## src/rtl/am_mul_share_arb.sv

```systemverilog
// am_mul_share_arb: round-robin sharing of one external combinational 8x8
// multiplier core among NREQ requesters. Stage 1 registers the granted
// operands onto the core inputs; stage 2 captures the product together with
// the index of the requester that issued it.
module am_mul_share_arb #(
  parameter  int unsigned NREQ = 4,
  localparam int unsigned IDW  = $clog2(NREQ)
) (
  input  logic                  clk,
  input  logic                  rst,
  input  logic [NREQ-1:0]       req_valid,
  output logic [NREQ-1:0]       req_ready,
  input  logic [8*NREQ-1:0]     req_x,
  input  logic [8*NREQ-1:0]     req_y,
  output logic [7:0]            mul_x,
  output logic [7:0]            mul_y,
  input  logic [15:0]           mul_z,
  output logic                  rsp_valid,
  input  logic                  rsp_ready,
  output logic [15:0]           rsp_z,
  output logic [IDW-1:0]        rsp_id,
  output logic                  busy
);

  localparam int unsigned OPW = 8;
  localparam int unsigned PW  = 16;

  // Stage-1 state beyond the operand registers themselves.
  logic            s1_valid;
  logic [IDW-1:0]  s1_id;

  // Round-robin pointer: index of the most recently accepted requester.
  logic [IDW-1:0]  last_id;

  // Pipeline advance and arbitration results.
  logic            s2_load;
  logic            s1_load;
  logic [NREQ-1:0] grant;
  logic            any_req;
  logic [IDW-1:0]  win_id;
  logic [IDW-1:0]  cand;
  logic [OPW-1:0]  win_x;
  logic [OPW-1:0]  win_y;
  logic            s1_valid_nxt;
  logic            s2_valid_nxt;

  // Stage advance: stage 2 frees up when empty or drained this cycle;
  // stage 1 frees up when empty or moving into stage 2.
  always_comb begin
    s2_load = s1_valid & (~rsp_valid | rsp_ready);
    s1_load = ~s1_valid | s2_load;
  end

  // Rotating-priority search starting just after last_id, ending at last_id.
  always_comb begin
    grant   = '0;
    any_req = 1'b0;
    win_id  = '0;
    cand    = '0;
    for (int unsigned k = 1; k <= NREQ; k++) begin
      cand = IDW'((32'(last_id) + k) % NREQ);
      if (!any_req && req_valid[cand]) begin
        any_req     = 1'b1;
        win_id      = cand;
        grant[cand] = 1'b1;
      end
    end
  end

  // Operand mux for the winning requester.
  always_comb begin
    win_x = req_x[{win_id, 3'b000} +: OPW];
    win_y = req_y[{win_id, 3'b000} +: OPW];
  end

  // Accept only when stage 1 can load; nothing is accepted during reset.
  always_comb begin
    req_ready = grant & {NREQ{s1_load & ~rst}};
  end

  // Next occupancy of both stages, used for the registered busy flag.
  always_comb begin
    s1_valid_nxt = s1_load ? any_req : s1_valid;
    if (s2_load) begin
      s2_valid_nxt = 1'b1;
    end else if (rsp_ready) begin
      s2_valid_nxt = 1'b0;
    end else begin
      s2_valid_nxt = rsp_valid;
    end
  end

  // Stage 1: operand register and round-robin pointer update on acceptance.
  always_ff @(posedge clk) begin
    if (rst) begin
      s1_valid <= 1'b0;
      s1_id    <= '0;
      mul_x    <= '0;
      mul_y    <= '0;
      last_id  <= IDW'(NREQ - 1);
    end else if (s1_load) begin
      if (any_req) begin
        s1_valid <= 1'b1;
        s1_id    <= win_id;
        mul_x    <= win_x;
        mul_y    <= win_y;
        last_id  <= win_id;
      end else begin
        s1_valid <= 1'b0;
      end
    end
  end

  // Stage 2: capture the core product, tagged with the issuing requester.
  always_ff @(posedge clk) begin
    if (rst) begin
      rsp_valid <= 1'b0;
      rsp_z     <= '0;
      rsp_id    <= '0;
    end else if (s2_load) begin
      rsp_valid <= 1'b1;
      rsp_z     <= PW'(mul_z);
      rsp_id    <= s1_id;
    end else if (rsp_ready) begin
      rsp_valid <= 1'b0;
    end
  end

  // Busy flag registered from the next occupancy of both stages.
  always_ff @(posedge clk) begin
    if (rst) begin
      busy <= 1'b0;
    end else begin
      busy <= s1_valid_nxt | s2_valid_nxt;
    end
  end

endmodule

```

## config.mk

```make
export PLATFORM = sky130hd
export DESIGN_NAME = am_mul_share_arb
export DESIGN_NICKNAME = d
export VERILOG_FILES = /design/src/rtl/am_mul_share_arb.sv
export SDC_FILE = /design/constraint.sdc
export NUM_CORES = 1
export LEC_CHECK = 0
export BUFFER_PORTS_ARGS = -buffer_cell sky130_fd_sc_hd__buf_2
export CAP_MARGIN = 20
export CORE_ASPECT_RATIO = 1.2
export CORE_MARGIN = 3
export CORE_UTILIZATION = 50
export CTS_CLUSTER_DIAMETER = 60
export DETAILED_ROUTE_END_ITERATION = 10
export PLACE_DENSITY = 0.83
export SLEW_MARGIN = 20
export SYNTH_ARGS = -nofsm -noshare
export SYNTH_HDL_FRONTEND = slang
export SYNTH_SLANG_ARGS = --single-unit
```

## constraint.sdc

```tcl
create_clock -name clk -period 9.15 [get_ports clk]
set_input_delay 1.3725 -clock clk [delete_from_list [all_inputs] [get_ports clk]]
set_output_delay 1.3725 -clock clk [all_outputs]
set_load 0.01 [all_outputs]
```

==> results.json <==
{
  "status": "finished, final reports clean",
  "rows": 30,
  "dpl.hpwl_um": 5770,
  "drive_gt1_share_pct": 32.6,
  "synth-adder-area-share_pct": 3.38,
  "global_route.usage.total_pct": 22.9,
  "timing.setup.critical_path_class": "in2out",
  "via_count": 3277,
  "antenna_violations_before_repair": 0,
  "unique_cell_type_count_in_the_yosys_netlist": 46,
  "powerDensity_nw_per_um2": 331,
  "worstPathBufferInverterCount": 2,
  "drtPass1Iterations": 5,
  "async_flop_share_pct": 0,
  "die_x_um": 76.2,
  "post_synth_and_or_nand_nor_area_fraction_pct": 19.4,
  "ir_worst_vdd_mv": 0.179,
  "clock_tree_from_tritoncts": "built",
  "power.clock.fraction_pct": 11.9,
  "final_area_sq_um": 3620,
  "fin_setup_tns_ps": 0,
  "worst_clock_skew_ps": 12.3,
  "worst_hold_slack_ps": 453,
  "post_cts_buffers": 0,
  "endpoint_kind": "output pin",
  "synth_top_area_share_pct": 27.7,
  "areaGrowthSynthToFinish_pct": 22.3,
  "io_pins": 127,
  "timing.critical_path.required_ps": 7780,
  "die_area_sq_um": 6880,
  "switching_power_as_a_share_of_total_power_pct": 47.2,
  "portBuffers": 126,
  "antennaDiodeCount": 0,
  "globalRoute.totalOverflow": 0,
  "worst_setup_hold_path_clk_slew_ps": 80,
  "timing.final.setup_violations": 0,
  "muxShareOfSynthArea_pct": 9.52,
  "report.final.slew_viol_count": 0,
  "drt_first_iter_violations": 190,
  "post_synth_main_area_contributors": "sky130_fd_sc_hd__dfxtp_1 28%, sky130_fd_sc_hd__mux2i_1 6.8%, sky130_fd_sc_hd__a21oi_1 5.8%",
  "register_area_sq_um": 821,
  "grt_pass1_wl_um": 13500,
  "worst-slew-pin-transition_ps": 816,
  "fmax_mhz": 220,
  "route.antenna.remaining_nets": 0,
  "hp-class": "reg2reg",
  "seq_power_share_pct": 22.5,
  "layout_net_count": 565,
  "grt_max_degree": 48,
  "synth_edf_count": 0,
  "power_frac_comb_pct": 65.6,
  "hold_viol_final": 0,
  "die_y_um": 90.3,
  "fillers": 502,
  "place.gp.congestion": 0.838,
  "synth_fp_nets": 464,
  "layout_setup_ws_ps": 4600,
  "unrepaired_setup_endpoints_after_global_routing": "no",
  "synthesis.area_sq_um": 2960,
  "drc": 0,
  "pre_cts_slack_ps": 4600,
  "post_synth_xor_area_fraction_pct": 0,
  "crit_path_cell_trace": "buf_2, mux4_2, nor2b_4, a22oi_1, nor2_1, a221oi_1, nor2_1, buf_2",
  "synth_compound_gate_area_share_pct": 31.7,
  "synth_largest_area_cell": "sky130_fd_sc_hd__dfxtp_1",
  "initial_core_util_pct": 51.8,
  "slew_headroom_pct": 45.4,
  "clock_latency_ps": 290,
  "cts_sinks": 41,
  "numCtsBuffers": 5,
  "post_drt_via_cell_ratio": 5.96,
  "finalWirelength_um": 8240,
  "netlist_instances": 369,
  "synth_top_family_by_area": "compound AO/OA/AOI/OAI gates",
  "ys.warnings.count": 0,
  "multi_input_logic_area_sq_um": 1900,
  "placeableCoreArea_sq_um": 5710,
  "finalWorstPathRequiredPeriod_ps": 4550,
  "cts_buffer_depth": 2,
  "cts_repair_resize_count": 0,
  "crit_family": "simple AND/OR/NAND/NOR gates",
  "critical_path.max_stage_delay_ps": 570,
  "holdBufCountCts": 0,
  "setup.worst_path.start_class": "input pin",
  "syn-mean-instance-area_sq_um": 8.02,
  "internal_power_uw": 632,
  "root_buffer": "sky130_fd_sc_hd__clkbuf_8",
  "layout.core_utilization_pct": 63.4,
  "synth_sequential_area_ratio_pct": 27.7,
  "timing.critical_path.slowest_stage_cell": "sky130_fd_sc_hd__mux4_2",
  "max_cap_violations": 0,
  "critPathMaxFanout": 21,
  "yosys_most_used_dff": "sky130_fd_sc_hd__dfxtp_1",
  "critical_path_arrival_ps": 3180,
  "ctsHtreeMaxLevel": 2,
  "timing.final.crit_share_pct": 49.8,
  "net_switching_power_of_the_design_uw": 566,
  "dpl-instance-area_sq_um": 3510,
  "first_global_vias": 2934,
  "synth_seq_cells": 41,
  "routed_wire_length_per_instance_um": 15.0,
  "leakagePower_uw": 0.00161
}
-- through the flow --
stage	cells	power, uW
floorplan	369	924
global placement	543	1030
detailed placement	543	1050
CTS	550	1200
global route	550	1290
finish	550	1200
-- tightest hold or removal path: cells and delay by family (launching register included) --
kind               cells  cell delay (ps)
DFF                    1              310
AOI/OAI and AO/OA      1               50
and+or+nand+nor        1               50
-- power groups by stage --
stage          Combinational, uW  Clock [uW]  Sequential, uW
2_1_floorplan                636           0             288
3_3_place_gp                 764           0             271
3_5_place_dp                 782           0             272
4_1_cts                      785         146             269
5_1_grt                      861         150             275
6_report                     785         142             270
-- layout make-up --
class	instances	area share [%]
clock buffer	5	1.90
clock inverter	2	0.969
inverter	7	0.727
multi-input combinational	285	52.7
sequential	41	22.7
tap	80	2.77
timing repair buffer	130	18.3
-- kinds of logic (layout without fill, tap and decap cells) --
group / count (synthesis) / count (layout)
AND/OR/NAND/NOR: 119 / 119
multiplexers: 24 / 24
buffers and inverters: 43 / 144
AO/OA/AOI/OAI: 134 / 134
adder cells (fa/ha/maj): 8 / 8
flip-flops: 41 / 41
-- sequential cells by signal, indices dropped and copies added (netlist names) --
name and cells:
last_id 2, mul_y 8, busy 1, rsp_z 16, rsp_id 2, mul_x 8, s1_id 2, s1_valid 1
rsp_valid 1
-- layer usage --
metal  track usage, %  share of wire [%]
met3             3.39                8.2
met1             31.0                 44
met4             6.04                1.1
met2             38.0                 47
met5                0                  0
-- path summary, 6_finish.rpt --
kind,slack [ps],startpoint,end,depth (start not counted)
min,450,rsp_z[15],rsp_z[15],2
min reg2reg,450,rsp_z[15],rsp_z[15],2
max,4600,req_valid[1],req_ready[2],8
max reg2reg,5500,last_id[1],mul_y[5],8
-- cell usage after synthesis (5+ instances only) --
library cell / n
sky130_fd_sc_hd__a211o_1: 15
sky130_fd_sc_hd__a21oi_1: 34
sky130_fd_sc_hd__a22oi_1: 5
sky130_fd_sc_hd__buf_2: 6
sky130_fd_sc_hd__buf_4: 6
sky130_fd_sc_hd__buf_6: 7
sky130_fd_sc_hd__clkbuf_1: 17
sky130_fd_sc_hd__dfxtp_1: 41
sky130_fd_sc_hd__ha_1: 8
sky130_fd_sc_hd__inv_1: 5
sky130_fd_sc_hd__mux2i_1: 20
sky130_fd_sc_hd__nand2_1: 42
sky130_fd_sc_hd__nor2_1: 30
sky130_fd_sc_hd__nor3_1: 16
sky130_fd_sc_hd__nor4_1: 15
sky130_fd_sc_hd__o21ai_0: 19
sky130_fd_sc_hd__o221ai_1: 15
sky130_fd_sc_hd__o22ai_1: 14
sky130_fd_sc_hd__o31a_1: 14
-- cell usage in the layout, fill, tap and decap left out, types with 2 or more instances in the layout --
master	count
sky130_fd_sc_hd__nor3_1	16
sky130_fd_sc_hd__inv_1	5
sky130_fd_sc_hd__a31oi_1	2
sky130_fd_sc_hd__o221ai_1	15
sky130_fd_sc_hd__nand2_1	42
sky130_fd_sc_hd__a31oi_2	2
sky130_fd_sc_hd__clkbuf_8	5
sky130_fd_sc_hd__o22ai_1	14
sky130_fd_sc_hd__o31a_1	14
sky130_fd_sc_hd__o21ai_0	19
sky130_fd_sc_hd__a221oi_1	4
sky130_fd_sc_hd__a211o_1	15
sky130_fd_sc_hd__o21a_1	2
sky130_fd_sc_hd__a22oi_1	5
sky130_fd_sc_hd__mux2i_1	20
sky130_fd_sc_hd__dfxtp_1	41
sky130_fd_sc_hd__buf_2	126
sky130_fd_sc_hd__nor4_1	15
sky130_fd_sc_hd__buf_4	4
sky130_fd_sc_hd__ha_1	8
sky130_fd_sc_hd__mux4_2	3
sky130_fd_sc_hd__nand3_1	4
sky130_fd_sc_hd__nor2_1	30
sky130_fd_sc_hd__a21oi_1	33
sky130_fd_sc_hd__nand2b_1	2
Note: power is estimated with default switching activity, not from simulation.
